$ cat src/rtl/parking_pkg.sv
// Shared types and helpers for the parking-lot occupancy controller.
package parking_pkg;

  typedef enum logic [1:0] {CLOSED, OPEN, CLOSING} gate_state_t;

  // Timer must hold max(open, close) - 1; never narrower than one bit.
  function automatic int timer_w(input int open_cyc, input int close_cyc);
    int m;
    m = (open_cyc > close_cyc) ? open_cyc : close_cyc;
    return (m <= 2) ? 1 : $clog2(m);
  endfunction

endpackage

$ cat src/rtl/parking_lot_ctrl_edge_sync.sv
// Two-flop synchroniser for an async sensor level plus a one-cycle rising-edge pulse.
module edge_sync (
  input  logic clk,
  input  logic rst_n,
  input  logic din,
  output logic pulse
);

  logic s1, s2, s2_d;

  always_ff @(posedge clk or negedge rst_n) begin
    if (!rst_n) begin
      s1   <= 1'b0;
      s2   <= 1'b0;
      s2_d <= 1'b0;
    end else begin
      s1   <= din;
      s2   <= s1;
      s2_d <= s2;
    end
  end

  assign pulse = s2 & ~s2_d;

endmodule

$ cat src/rtl/parking_lot_ctrl.sv
// Occupancy counter with saturating entry/exit handling and one timed barrier FSM per lane.
module parking_lot_ctrl
  import parking_pkg::*;
#(
  parameter int CAPACITY     = 10,
  parameter int INIT_COUNT   = 5,
  parameter int CNT_W        = 4,
  parameter int OPEN_CYCLES  = 8,
  parameter int CLOSE_CYCLES = 4
) (
  input  logic             clk,
  input  logic             rst_n,
  input  logic             entry,
  input  logic             exit,
  output logic [CNT_W-1:0] num,
  output logic             full,
  output logic             empty,
  output logic             entry_gate_open,
  output logic             exit_gate_open,
  output logic             reject,
  output logic             underflow
);

  localparam int TW = timer_w(OPEN_CYCLES, CLOSE_CYCLES);
  localparam logic [CNT_W-1:0] CAP_V  = CNT_W'(CAPACITY);
  localparam logic [CNT_W-1:0] INIT_V = CNT_W'(INIT_COUNT);
  localparam logic [TW-1:0]    OPEN_LD  = TW'(OPEN_CYCLES - 1);
  localparam logic [TW-1:0]    CLOSE_LD = TW'(CLOSE_CYCLES - 1);

  logic       ent_p, ext_p;
  logic [1:0] acc;
  logic [1:0] gate_open;

  edge_sync u_ent (.clk(clk), .rst_n(rst_n), .din(entry), .pulse(ent_p));
  edge_sync u_ext (.clk(clk), .rst_n(rst_n), .din(exit),  .pulse(ext_p));

  assign full  = (num == CAP_V);
  assign empty = (num == '0);

  // Simultaneous entry+exit is always accepted on both lanes, even at the limits.
  assign acc[0] = ent_p & (ext_p | ~full);
  assign acc[1] = ext_p & (ent_p | ~empty);

  always_ff @(posedge clk or negedge rst_n) begin
    if (!rst_n) begin
      num       <= INIT_V;
      reject    <= 1'b0;
      underflow <= 1'b0;
    end else begin
      if (ent_p && !ext_p && !full)
        num <= num + CNT_W'(1);
      else if (ext_p && !ent_p && !empty)
        num <= num - CNT_W'(1);
      reject    <= ent_p & ~ext_p & full;
      underflow <= ext_p & ~ent_p & empty;
    end
  end

  for (genvar g = 0; g < 2; g++) begin : g_gate
    gate_state_t   state_q, state_d;
    logic [TW-1:0] tmr_q, tmr_d;
    logic          open_q;

    always_comb begin
      state_d = state_q;
      tmr_d   = tmr_q;
      case (state_q)
        CLOSED: if (acc[g]) begin
          state_d = OPEN;
          tmr_d   = OPEN_LD;
        end
        OPEN: begin
          if (acc[g]) tmr_d = OPEN_LD;
          else if (tmr_q == '0) begin
            state_d = CLOSING;
            tmr_d   = CLOSE_LD;
          end else tmr_d = tmr_q - TW'(1);
        end
        CLOSING: begin
          if (acc[g]) begin
            state_d = OPEN;
            tmr_d   = OPEN_LD;
          end else if (tmr_q == '0) state_d = CLOSED;
          else tmr_d = tmr_q - TW'(1);
        end
        default: begin
          state_d = CLOSED;
          tmr_d   = '0;
        end
      endcase
    end

    always_ff @(posedge clk or negedge rst_n) begin
      if (!rst_n) begin
        state_q <= CLOSED;
        tmr_q   <= '0;
        open_q  <= 1'b0;
      end else begin
        state_q <= state_d;
        tmr_q   <= tmr_d;
        open_q  <= (state_d == OPEN);
      end
    end

    assign gate_open[g] = open_q;
  end

  assign entry_gate_open = gate_open[0];
  assign exit_gate_open  = gate_open[1];

endmodule
$ cat config.mk
export PLATFORM = sky130hd
export DESIGN_NAME = parking_lot_ctrl
export DESIGN_NICKNAME = d
export VERILOG_FILES = /design/src/rtl/parking_pkg.sv /design/src/rtl/parking_lot_ctrl_edge_sync.sv /design/src/rtl/parking_lot_ctrl.sv
export SDC_FILE = /design/constraint.sdc
export NUM_CORES = 1
export LEC_CHECK = 0
export BUFFER_PORTS_ARGS = -buffer_cell sky130_fd_sc_hd__clkbuf_2
export CAP_MARGIN = 20
export CORE_UTILIZATION = 60
export DETAILED_ROUTE_END_ITERATION = 10
export PLACE_DENSITY = 0.81
export SKIP_CTS_REPAIR_TIMING = 1
export SLEW_MARGIN = 10
export SYNTH_ARGS = -nofsm -noshare
export SYNTH_HDL_FRONTEND = slang
export SYNTH_SLANG_ARGS = --single-unit
export TNS_END_PERCENT = 30
$ cat constraint.sdc
create_clock -name clk -period 6.15 [get_ports clk]
set_input_delay 0 -clock clk [delete_from_list [all_inputs] [get_ports clk]]
set_output_delay 0 -clock clk [all_outputs]
set_load 0.02 [all_outputs]
==> flow_metrics.env <==
export IMPL_pin_count=14
export IMPL_antenna_found_initial=0
export IMPL_drive_gt1_share_pct=18.9
export IMPL_reg2reg_from="u_ent.s2_d"
export IMPL_timing_rr_end="num[3]"
export IMPL_worst_pin_slew_ns=0.554
export IMPL_p_per_area_nw_per_um2=457
export IMPL_grt_max_degree=25
export IMPL_crit_path_max_fanout=9
export IMPL_syn_inst=127
export IMPL_r2r_slack_ns=3.85
export IMPL_clk_pin_slew_worst_paths_ns=0.13
export IMPL_vias=986
export IMPL_syn_cell_area_um2=1260
export IMPL_antenna_left=0
export IMPL_whs_ns=0.183
export IMPL_fin_nets=155
export IMPL_dpl_cell_area_um2=1340
export IMPL_cp_end_kind="flip-flop"
export IMPL_gp_congestion=0.832
export IMPL_firstDrtPassIters=4
export IMPL_yosys_warnings=0
export IMPL_yosys_top_cells_area="dfrtp_1 44%, ha_1 5.9%, a21oi_1 5.1%"
export IMPL_dieArea_um2=2300
export IMPL_max_freq_ghz=0.435
export IMPL_post_route_min_period_ns=2.30
export IMPL_finalCritPeriodShare_pct=37.4
export IMPL_synth_top_area_share_pct=43.5
export IMPL_ys_seq_area_share_pct=47.7
export IMPL_grt_pass1_vias=841
export IMPL_setup_tns_ns=0
export IMPL_power_total_mw=0.644
export IMPL_io_buffer_count=13
export IMPL_power_leakage_nw=0.643
export IMPL_htreeDepth=1
export IMPL_run_status="completed"
export IMPL_ir_drop_v=0.000295
export IMPL_start_kind="flip-flop"
export IMPL_rsz0062_at_grt="no"
export IMPL_numCtsBuffers=3
export IMPL_drv_slew=0
export IMPL_cts_tree="yes"
export IMPL_n_antenna_cell=0
export IMPL_routed_via_density=5.80
export IMPL_crit_required_ns=6.36
export IMPL_worstSetupPathType="reg2reg"
export IMPL_insertion_delay_ns=0.32
export IMPL_initialDrtViolationCount=17
export IMPL_wire_per_inst_um=13.8
export IMPL_synth_seq_cells=24
export IMPL_area_growth_synth_to_final_pct=11.5
export IMPL_worst_hold_path_type="in2async"
export IMPL_path_common_cell="nand2_1"
export IMPL_synth_fp_nets=138
export IMPL_cp_slowest_cell="dfrtp_1"
export IMPL_root_buffer="clkbuf_4"
export IMPL_critPathArrivalTime_ns=2.51
export IMPL_cts_buffer_depth=2
export IMPL_fin_area_um2=1410
export IMPL_drt_total_wl_mm=2.34
export IMPL_finalHoldViolCount=0
export IMPL_cts_sinks=24
export IMPL_drc=0
export IMPL_grt_pass1_wl_mm=3.64
export IMPL_max_slew_margin_pct=63.0
export IMPL_n_fill_cell=164
export IMPL_setup_viol=0
export IMPL_row_count=16
export IMPL_avgSynthCellArea_um2=9.96
export IMPL_start_util_pct=64.5
export IMPL_cp_slowest_stage_delay_ns=0.39
export IMPL_dp_hpwl_mm=1.78
export IMPL_die_h_um=47.9
export IMPL_cp_cell_sequence="nand2b_1 -> nor2_1 -> nand2_1 -> ha_1 -> a21oi_1 -> nand2_1 -> a221o_1 -> o221a_1"
export IMPL_clock_skew_ns=0.00434
export IMPL_synth_cell_types=41
export IMPL_die_w_um=47.9
export IMPL_cap_violations=0
export IMPL_globalRouteOverflowTotal=0
export IMPL_reg2reg_depth=8
export IMPL_track_usage_pct=23.8
export IMPL_core_um2=1960
export IMPL_yosysTopAreaCell="dfrtp_1"
[cells in the final DEF (no fill, tap or decap), types with 3 or more instances in the layout]
master and instances:
a21oi_1 13, clkbuf_2 13, clkbuf_4 3, dfrtp_1 22, dlygate4sd3_1 3, ha_1 6
inv_1 6, nand2_1 10, nand2b_1 4, nand3b_1 3, nor2_1 12, nor3_1 3
o21ai_0 5, o22ai_1 3
[synthesized netlist by cell type (all sizes together)]
library cell / count
nand2b: 4
a21oi: 14
nor2: 13
nand3: 2
xor2: 2
a211oi: 2
dfrtp: 22
nor3: 3
a22oi: 1
xnor2: 1
and2: 2
a32o: 1
and2b: 2
or3: 2
inv: 7
o22ai: 4
fa: 1
a31oi: 2
dfstp: 2
a311oi: 1
o21a: 1
buf: 3
and3: 2
o21ai: 7
a221o: 1
ha: 6
nand3b: 3
o221a: 1
clkbuf: 1
nor2b: 2
a21boi: 2
nand2: 10
[area by class of cell]
cell class                 instances  area, um2  area share [%]
sequential                        24        603            42.8
clock buffer                       4       36.3            2.57
timing repair buffer              16       95.1            6.74
multi-input combinational         92        616            43.7
tap                               27       33.8            2.40
inverter                           7       26.3            1.86
[how the worst max path moves through the flow]
| stage | end | slack (ns) | from | depth (start not counted) |
|---|---|---|---|---|
| floorplan | num[3] | 4.11 | num[0] | 8 |
| global placement | num[3] | 4.08 | u_ent.s2_d | 8 |
| detailed placement | num[3] | 3.89 | u_ent.s2_d | 8 |
| CTS | num[3] | 3.87 | u_ent.s2_d | 8 |
| global route | num[3] | 3.66 | u_ent.s2_d | 8 |
| finish | num[3] | 3.85 | u_ent.s2_d | 8 |
[report_power, final]
group / internal (mW) / switching [mW] / leakage [nW]
Combinational: 0.127 / 0.169 / 0.347
Sequential: 0.210 / 0.0563 / 0.275
Clock: 0.0362 / 0.0469 / 0.0210
Total: 0.372 / 0.272 / 0.643
[kinds of logic (layout without fill, tap and decap cells)]
family,count (synthesis),count (layout),share of synthesized area (%)
AO/OA/AOI/OAI,37,37,19.6
XOR/XNOR,3,3,2.08
adder cells (fa/ha/maj),7,7,7.52
buffers and inverters,11,27,3.66
flip-flops,24,24,47.7
AND/OR/NAND/NOR,45,45,19.5
[sequential cells by signal, indices dropped and copies added (netlist names)]
register,cells
g_gate.tmr_q,6
g_gate.state_q,4
num,4
entry_gate_open,1
exit_gate_open,1
reject,1
u_ent.s1,1
u_ent.s2,1
u_ent.s2_d,1
u_ext.s1,1
u_ext.s2,1
u_ext.s2_d,1
underflow,1
[metal layers]
| metal | wire length, um | GRT usage [%] |
|---|---|---|
| met1 | 1010 | 28.2 |
| met2 | 1220 | 37.8 |
| met3 | 72 | 6.79 |
| met4 | 48 | 15.0 |
| met5 | 0 | 0 |
[per-stage QoR]
step	std cells	setup slack [ns]	util, %
finish	170	3.85	71.9
global route	170	3.66	71.9
CTS	167	3.87	70.3
detailed placement	163	3.89	68.5
global placement	163	4.08	68.5
floorplan	127	4.11	-
[worst max-delay path: cells and delay by family (launching register included)]
| kind | cells | cell delay [ns] |
|---|---|---|
| AOI/OAI and AO/OA | 3 | 0.69 |
| adders and majority gates | 1 | 0.34 |
| DFF | 1 | 0.39 |
| and+or+nand+nor | 4 | 0.78 |
(Power assumes the default switching activity.)
